$ cat src/rtl/ber_sync_ctrl_pkg.sv
// Shared definitions for the BER synchronization controller and the uBlaze register map.
package ber_sync_ctrl_pkg;

    typedef enum logic [1:0] {
        ST_IDLE  = 2'b00,
        ST_SYNC  = 2'b01,
        ST_COUNT = 2'b10
    } sync_state_t;

    localparam int PRBS_MAX_CYCLES_DEF = 511;
    localparam int BITS_PER_ADDR_DEF   = 255;

endpackage

$ cat src/rtl/ber_sync_ctrl_sync_window_cnt.sv
// Candidate-window counters: bit_cnt walks one window, addr_idx walks the candidate list.
module sync_window_cnt #(
    parameter int PRBS_MAX_CYCLES = 511,
    parameter int BITS_PER_ADDR   = 255,
    localparam int BCW = $clog2(BITS_PER_ADDR + 1),
    localparam int AW  = $clog2(PRBS_MAX_CYCLES)
) (
    input  logic           clk,
    input  logic           i_reset_n,
    input  logic           i_clr,
    input  logic           i_step,
    output logic [BCW-1:0] o_bit_cnt,
    output logic [AW-1:0]  o_addr_idx,
    output logic           o_win_last,
    output logic           o_sweep_last
);

    logic [BCW-1:0] r_bit_cnt;
    logic [AW-1:0]  r_addr_idx;
    logic           w_win_last;
    logic           w_sweep_last;

    assign w_win_last   = (r_bit_cnt == BCW'(BITS_PER_ADDR));
    assign w_sweep_last = (r_addr_idx == AW'(PRBS_MAX_CYCLES - 1));

    // addr_idx saturates on the last candidate so it never wraps past the tap range
    always_ff @(posedge clk) begin
        if (!i_reset_n || i_clr) begin
            r_bit_cnt  <= '0;
            r_addr_idx <= '0;
        end else if (i_step) begin
            if (w_win_last) begin
                r_bit_cnt <= '0;
                if (!w_sweep_last)
                    r_addr_idx <= r_addr_idx + AW'(1);
            end else begin
                r_bit_cnt <= r_bit_cnt + BCW'(1);
            end
        end
    end

    assign o_bit_cnt    = r_bit_cnt;
    assign o_addr_idx   = r_addr_idx;
    assign o_win_last   = w_win_last;
    assign o_sweep_last = w_sweep_last;

endmodule

$ cat src/rtl/ber_sync_ctrl.sv
// BER synchronization controller: sweeps PRBS candidate latencies, then enables BER counting.
module ber_sync_ctrl
    import ber_sync_ctrl_pkg::*;
#(
    parameter int PRBS_MAX_CYCLES = PRBS_MAX_CYCLES_DEF,
    parameter int BITS_PER_ADDR   = BITS_PER_ADDR_DEF
) (
    input  logic                               clk,
    input  logic                               i_reset_n,
    input  logic                               i_en_rx,
    input  logic                               i_ctrl,
    input  logic                               i_start,
    input  logic                               i_stop,
    output logic                               o_synchro_en,
    output logic                               o_prbs_cmp_curr_addr_done,
    output logic                               o_ber_counter_en,
    output logic                               o_ber_clr,
    output logic                               o_sync_done,
    output logic [1:0]                         o_state,
    output logic [$clog2(PRBS_MAX_CYCLES)-1:0] o_addr_idx
);

    localparam int BCW = $clog2(BITS_PER_ADDR + 1);

    sync_state_t    r_state;
    logic           r_synchro_en;
    logic           r_done;
    logic           r_ber_en;
    logic           r_ber_clr;
    logic           r_sync_done;

    logic           w_cnt_clr;
    logic           w_cnt_step;
    logic [BCW-1:0] w_bit_cnt;
    logic           w_win_last;
    logic           w_sweep_last;

    // Counters are cleared in the same edge the FSM lands in IDLE so o_addr_idx reads 0 at once
    assign w_cnt_clr  = !i_en_rx || (r_state == ST_IDLE) || (i_ctrl && i_stop);
    assign w_cnt_step = i_en_rx && i_ctrl && !i_stop && (r_state == ST_SYNC);

    sync_window_cnt #(
        .PRBS_MAX_CYCLES (PRBS_MAX_CYCLES),
        .BITS_PER_ADDR   (BITS_PER_ADDR)
    ) u_win_cnt (
        .clk          (clk),
        .i_reset_n    (i_reset_n),
        .i_clr        (w_cnt_clr),
        .i_step       (w_cnt_step),
        .o_bit_cnt    (w_bit_cnt),
        .o_addr_idx   (o_addr_idx),
        .o_win_last   (w_win_last),
        .o_sweep_last (w_sweep_last)
    );

    always_ff @(posedge clk) begin
        if (!i_reset_n) begin
            r_state      <= ST_IDLE;
            r_synchro_en <= 1'b0;
            r_done       <= 1'b0;
            r_ber_en     <= 1'b0;
            r_ber_clr    <= 1'b0;
            r_sync_done  <= 1'b0;
        end else begin
            r_ber_clr <= 1'b0;
            if (!i_en_rx) begin
                r_state      <= ST_IDLE;
                r_synchro_en <= 1'b0;
                r_done       <= 1'b0;
                r_ber_en     <= 1'b0;
                r_sync_done  <= 1'b0;
            end else if (i_ctrl) begin
                unique case (r_state)
                    ST_IDLE: begin
                        if (i_start && !i_stop) begin
                            r_state      <= ST_SYNC;
                            r_synchro_en <= 1'b1;
                            r_done       <= 1'b0;
                            r_ber_clr    <= 1'b1;
                        end
                    end
                    ST_SYNC: begin
                        if (i_stop) begin
                            r_state      <= ST_IDLE;
                            r_synchro_en <= 1'b0;
                            r_done       <= 1'b0;
                            r_sync_done  <= 1'b0;
                        end else if (w_win_last && w_sweep_last) begin
                            r_state      <= ST_COUNT;
                            r_synchro_en <= 1'b0;
                            r_done       <= 1'b0;
                            r_ber_en     <= 1'b1;
                            r_sync_done  <= 1'b1;
                        end else begin
                            // done is raised one strobe ahead so it covers the window's final symbol
                            r_done <= (w_bit_cnt == BCW'(BITS_PER_ADDR - 1));
                        end
                    end
                    ST_COUNT: begin
                        if (i_stop) begin
                            r_state     <= ST_IDLE;
                            r_ber_en    <= 1'b0;
                            r_sync_done <= 1'b0;
                        end
                    end
                    default: begin
                        r_state      <= ST_IDLE;
                        r_synchro_en <= 1'b0;
                        r_done       <= 1'b0;
                        r_ber_en     <= 1'b0;
                        r_sync_done  <= 1'b0;
                    end
                endcase
            end
        end
    end

    assign o_synchro_en              = r_synchro_en;
    assign o_prbs_cmp_curr_addr_done = r_done;
    assign o_ber_counter_en          = r_ber_en;
    assign o_ber_clr                 = r_ber_clr;
    assign o_sync_done               = r_sync_done;
    assign o_state                   = r_state;

endmodule

$ cat config.mk
export PLATFORM = sky130hd
export DESIGN_NAME = ber_sync_ctrl
export DESIGN_NICKNAME = d
export VERILOG_FILES = /design/src/rtl/ber_sync_ctrl_pkg.sv /design/src/rtl/ber_sync_ctrl_sync_window_cnt.sv /design/src/rtl/ber_sync_ctrl.sv
export SDC_FILE = /design/constraint.sdc
export NUM_CORES = 1
export LEC_CHECK = 0
export ABC_AREA = 1
export CORE_MARGIN = 2
export CORE_UTILIZATION = 56
export DETAILED_ROUTE_END_ITERATION = 16
export GPL_ROUTABILITY_DRIVEN = 1
export PLACE_DENSITY = 0.91
export RECOVER_POWER = 25
export SLEW_MARGIN = 5
export SYNTH_ARGS = -nofsm -noshare
export SYNTH_HDL_FRONTEND = slang
export SYNTH_SLANG_ARGS = --single-unit
$ cat constraint.sdc
create_clock -name clk -period 4.6 [get_ports clk]
set_clock_uncertainty 0.2 [all_clocks]
set_input_delay 0.46 -clock clk [delete_from_list [all_inputs] [get_ports clk]]
set_output_delay 0.46 -clock clk [all_outputs]
set_load 0.02 [all_outputs]
# [Yosys cells after proc, flatten, opt, wreduce, memory -nomap -nowiden]
# Cells that the tools add are included.
[word_totals] reg_bits=24 romBits=0 latch_bits=0 memories=0 out_inout_bits=16 input_bits=6 ram_bits=0
[op_classes] n_mul=0 div=0 n_shift=0 n_bitwise=3 n_reduce_logical=21 n_lt_le_gt_ge=0 eq_ne=10 n_addsub=2 muxes=21
[ops] op="== test 8 bit (second input constant)" count=2
[ops] op="AND reduction 4 bit" count=4
[ops] op="one-hot mux 1 bit (3 select lines)" count=4
[ops] op="two-way mux 1 bit" count=11
[ops] op="adder 9 x 1 -> 9 bit (second input constant)" count=1
[ops] op="== test 9 bit (second input constant)" count=1
[ops] op="adder 8 x 1 -> 8 bit (second input constant)" count=1
[ops] op="two-way mux 2 bit" count=4
[ops] op="two-way mux 8 bit" count=1
[ops] op="logical AND 1 bit" count=6
[ops] op="one-hot mux 2 bit (3 select lines)" count=1
[ops] op="AND reduction 3 bit" count=2
[ops] op="AND reduction 5 bit" count=1
[ops] op="inequality test 2 x 1 -> 1 bit (second input constant)" count=2
[ops] op="inequality test 2 bit (second input constant)" count=2
[ops] op="logical NOT 1 bit" count=3
[ops] op="logical OR 1 bit" count=3
[ops] op="inequality test 3 x 2 -> 1 bit (second input constant)" count=1
[ops] op="inverter 1 bit" count=3
[ops] op="== test 2 x 1 -> 1 bit (second input constant)" count=1
[ops] op="== test 2 bit (second input constant)" count=1
[ops] op="logical NOT 2 bit" count=1
[ops] op="AND reduction 2 bit" count=1

# [Depth between registers and ports, before layout]
[logic_depth] word_depth=5 ltp_mapped=10 mapped_depth_nobuf=10

# [Modules after synthesis]
# A second synthesis with hierarchy kept.
[hier_totals] hier_cells=216 area_unflattened_um2=1406.3
[modules_own_cells] module="sync_window_cnt" instances=1 cells_per_inst=147 seq_area_each_um2=340.3 area_each_um2=977.2
[modules_own_cells] module="ber_sync_ctrl" instances=1 cells_per_inst=69 seq_area_each_um2=140.1 area_each_um2=429.2

# [Worst setup path after synthesis]
# Ideal clock, no wire load.
[synth_path] kind="register -> register" startpoint="register u_win_cnt.r_addr_idx[1], in the netlist u_win_cnt.o_addr_idx[1]" endpoint="register r_state[0], in the netlist o_state[0]" slack_ns=2.934 path_buffers=0 arrival_ns=1.354 stages_incl_launch_ff=9 cell_sequence="dfxtp_1 > ha_1 > nand2_1 > nor2_1 > nand2_4 > o21ai_2 > nand2_1 > nand2_1 > nor2_2"
[synth_via] elab_chain_len=4
[synth_lines] element="start, declared" line="ber_sync_ctrl_sync_window_cnt.sv:19" text="logic [AW-1:0] r_addr_idx;"
[synth_lines] element="start signal, assigned" line="ber_sync_ctrl_sync_window_cnt.sv:35" text="r_addr_idx <= r_addr_idx + AW'(1);"
[synth_lines] element="== test 9 bit" line="ber_sync_ctrl_sync_window_cnt.sv:24" text="assign w_sweep_last = (r_addr_idx == AW'(PRBS_MAX_CYCLES - 1));"
[synth_lines] element="logical AND 1 bit" line="ber_sync_ctrl.sv:88" text="end else if (w_win_last && w_sweep_last) begin"
[synth_lines] element="inequality test 3 x 2 -> 1 bit (no source line)"
[synth_lines] element="AND reduction 4 bit (no source line)"
[synth_lines] element="end signal, assigned" line="ber_sync_ctrl.sv:84" text="r_state <= ST_IDLE;"
[synth_lines] element="end signal, assigned" line="ber_sync_ctrl.sv:89" text="r_state <= ST_COUNT;"
[synth_lines] element="end signal, assigned" line="ber_sync_ctrl.sv:101" text="r_state <= ST_IDLE;"
[synth_lines] element="end, declared" line="ber_sync_ctrl.sv:25" text="sync_state_t r_state;"
# No other way between the ends.
# A chain may end at the register's enable or synchronous reset.

# [Final worst setup path]
[layout_path] startpoint="input port i_ctrl" endpoint="register u_win_cnt.r_addr_idx[6], in the netlist u_win_cnt.o_addr_idx[6]"
[layout_via] elab_chain_len=4 elab_cells_between_ends=7 classes_between="7 x reduce/logical"
[layout_lines] element="start, declared" line="ber_sync_ctrl.sv:11" text="input logic i_ctrl,"
[layout_lines] element="logical AND 1 bit (3 in series)" line="ber_sync_ctrl.sv:40" text="assign w_cnt_step = i_en_rx && i_ctrl && !i_stop && (r_state == ST_SYNC);"
[layout_lines] element="AND reduction 3 bit (no source line)"
# Several ways; a longest one is shown, not always the timed one.

==> impl_metrics.ini <==
[yosys]
ys_top_cells_by_area = dfxtp_1, nand2_1, nor2_1, inv_1, nand3_1
ys_async_sr_fraction_pct = 0
syn-num-nets = 199
synth_top_area_share_pct = 35.7
syn_area_sq_um = 1350
ys_types = 26
synth_common_cells = nand2_1, nor2_1, inv_1
seq_area_frac_synth_pct = 35.7
synthMostInstantiatedCell = nand2_1
synth_enable_flop_cells = 0
synthCells = 189
syn_avg_cell_area_sq_um = 7.13
netlist.top_cell.by_area = dfxtp_1
yosysWarnings = 0
synth_ff_type = dfxtp_1
ys_seq_elements = 24

[clocking]
cts_buffers = 3
htree_levels = 1
cts_tree = built
cts_hold_buf = 0
postCtsSetupBuffers = 0
cts_root_buffer = clkbuf_4
cts-resized-gates = 0
cts.sinks = 24
clkTransAtPathRegs_ns = 0.13
clock_latency_ns = 0.32
clk_path_buf_depth = 2

[worst_setup_path]
cp-endpoint = u_win_cnt.o_addr_idx[6]
cp.arrival_ns = 2.22
cp_slowest_cell = dlygate4sd3_1
crit_buf_inv = 1
cp_top_family = simple AND/OR/NAND/NOR gates
crit_chain = dlygate4sd3_1 -> nand2_1 -> nor2_2 -> nand2_1 -> nor2_1 -> nand3_1 -> o21ai_1 -> nor2_1
crit_path_start_kind = primary input
cp_max_fo = 6
crit_cells = 8
r2r-start = u_win_cnt.o_addr_idx[0]
crit_type = in -> reg
worst_ep_required_time_ns = 4.63
r2r-end = o_state[0]
slowest_delay_ns = 0.61
crit_start = i_ctrl
r2r_slack_ns = 2.50
end_kind = register
r2r_cells = 9

[detailed_routing]
drt_iter0_markers = 20
post_drt_wl_per_cell_microns = 12.4
num_vias = 1265
viasPerCell = 5.25
drc = 0
antenna_left = 0
wirelength_mm = 2.99
drt_pass1_iterations = 4

[final_layout]
num_antenna_cells = 0
drive_above_1_share_pct = 9.39
finalNonFillerCells = 241
areaGrowthSynthToFinish_pct = 17.1
final_util_pct = 70.6
final_area_sq_um = 1580
nets = 225
fillers = 183

[pwr]
p_per_area_nw_per_um2 = 211
vdd.ir_drop.worst_mv = 0.168
p_leak_nw = 0.582
p_total_uw = 333

[global_route]
grt_overflow = 0
grt_max_degree = 13
antenna_found_initial = 0
grt_pass1_wl_mm = 4.84
grt_pass1_vias = 1206
gr-usage-all-layers_pct = 23.4

[floorplan]
die_area_sq_um = 2810
die_w_microns = 53.1
rows = 17
die_y_microns = 53.1
core_sq_um = 2230
start_util_pct = 60.3
ioPinCount = 22

[timing]
maxSlewHeadroom_pct = 69.8
setup_tns_ns = 0
worst_slack_ns = 2.41
finalCritPeriodShare_pct = 47.7
fin_crit_ns = 2.19
worst_pin_slew_ns = 0.451
max_freq_ghz = 0.456
whs_ns = 0.271
setup_violations = 0
drv_slew = 0
grt_setup_unrepaired = false
finalHoldViolations = 0

[outcome]
status = complete, no violations

[placed_design]
dp_hpwl_mm = 2.37
place.gp.congestion = 0.807
postPlaceCellArea_sq_um = 1590
port_buffers = 21
dp.cells = 238
dp_slack_ns = 2.48

[run]
maxCapViolations = 0

[hold_path]
hold_class = reg -> reg
flip-flops by register name, summed over array words and instances, names as in the netlist:
signal	count
o_synchro_en	1
o_state	2
o_sync_done	1
o_prbs_cmp_curr_addr_done	1
u_win_cnt.o_addr_idx	9
u_win_cnt.o_bit_cnt	8
o_ber_clr	1
o_ber_counter_en	1
worst min-delay path by stage:
stage / cells past startpoint / start / endpoint
6_report: 2 / o_sync_done / o_sync_done
5_1_grt: 2 / o_ber_counter_en / o_ber_counter_en
4_1_cts: 2 / o_sync_done / o_sync_done
3_5_place_dp: 2 / o_sync_done / o_sync_done
3_3_place_gp: 2 / o_ber_counter_en / o_ber_counter_en
2_1_floorplan: 2 / u_win_cnt.o_bit_cnt[0] / u_win_cnt.o_bit_cnt[0]
worst reg2reg max path, cell delays in order (launching register included):
cell     delay, ns
dfxtp_1       0.37
inv_1         0.09
ha_1          0.17
nand2_1       0.05
nor2_1        0.10
nand2_1       0.28
o21ai_0       0.44
nand2_1       0.15
nand2_1       0.11
nor2_2        0.05
logic make-up after synthesis:
kind of cell	Yosys count	synth area share [%]
fa+ha+maj	4	3.71
compound gates	24	10.5
xor+xnor	5	3.25
simple gates	105	39.4
flops	24	35.7
buf+inv	27	7.52
area by class of cell:
type / instances / area [sq um] / area share [%]
inverter: 27 / 101 / 6.42
sequential: 24 / 480 / 30.5
multi-input combinational: 138 / 728 / 46.2
clock buffer: 3 / 22.5 / 1.43
timing repair buffer: 21 / 210 / 13.3
tap: 28 / 35.0 / 2.22
placed cells by master (no fill, tap or decap), types with 2 or more instances in the layout:
master,instances
o21ai_0,5
nand2_2,2
dlygate4sd3_1,2
xnor2_1,3
nand2_1,41
inv_1,26
clkdlybuf4s50_1,19
nand2_4,2
o21ai_1,5
xor2_1,2
nand3_1,12
nor2_1,32
clkbuf_4,3
a21oi_1,9
dfxtp_1,24
nor2_4,5
nor2_2,4
ha_1,4
nand4_1,5
per-layer routing:
metal  wire [microns]  GRT usage [%]  share of wire (%)
met5                0              0                  0
met4               89           12.8                3.0
met3              117           3.39                3.9
met2             1550           45.2                 52
met1             1230           23.4                 41
power by group:
part           switching, mW  total, mW  internal (mW)
clock                 0.0621     0.0928         0.0307
sequential           0.00135      0.211          0.209
combinational         0.0174     0.0291         0.0117
total                 0.0809      0.333          0.252
Power figures use the tool's default switching activity.
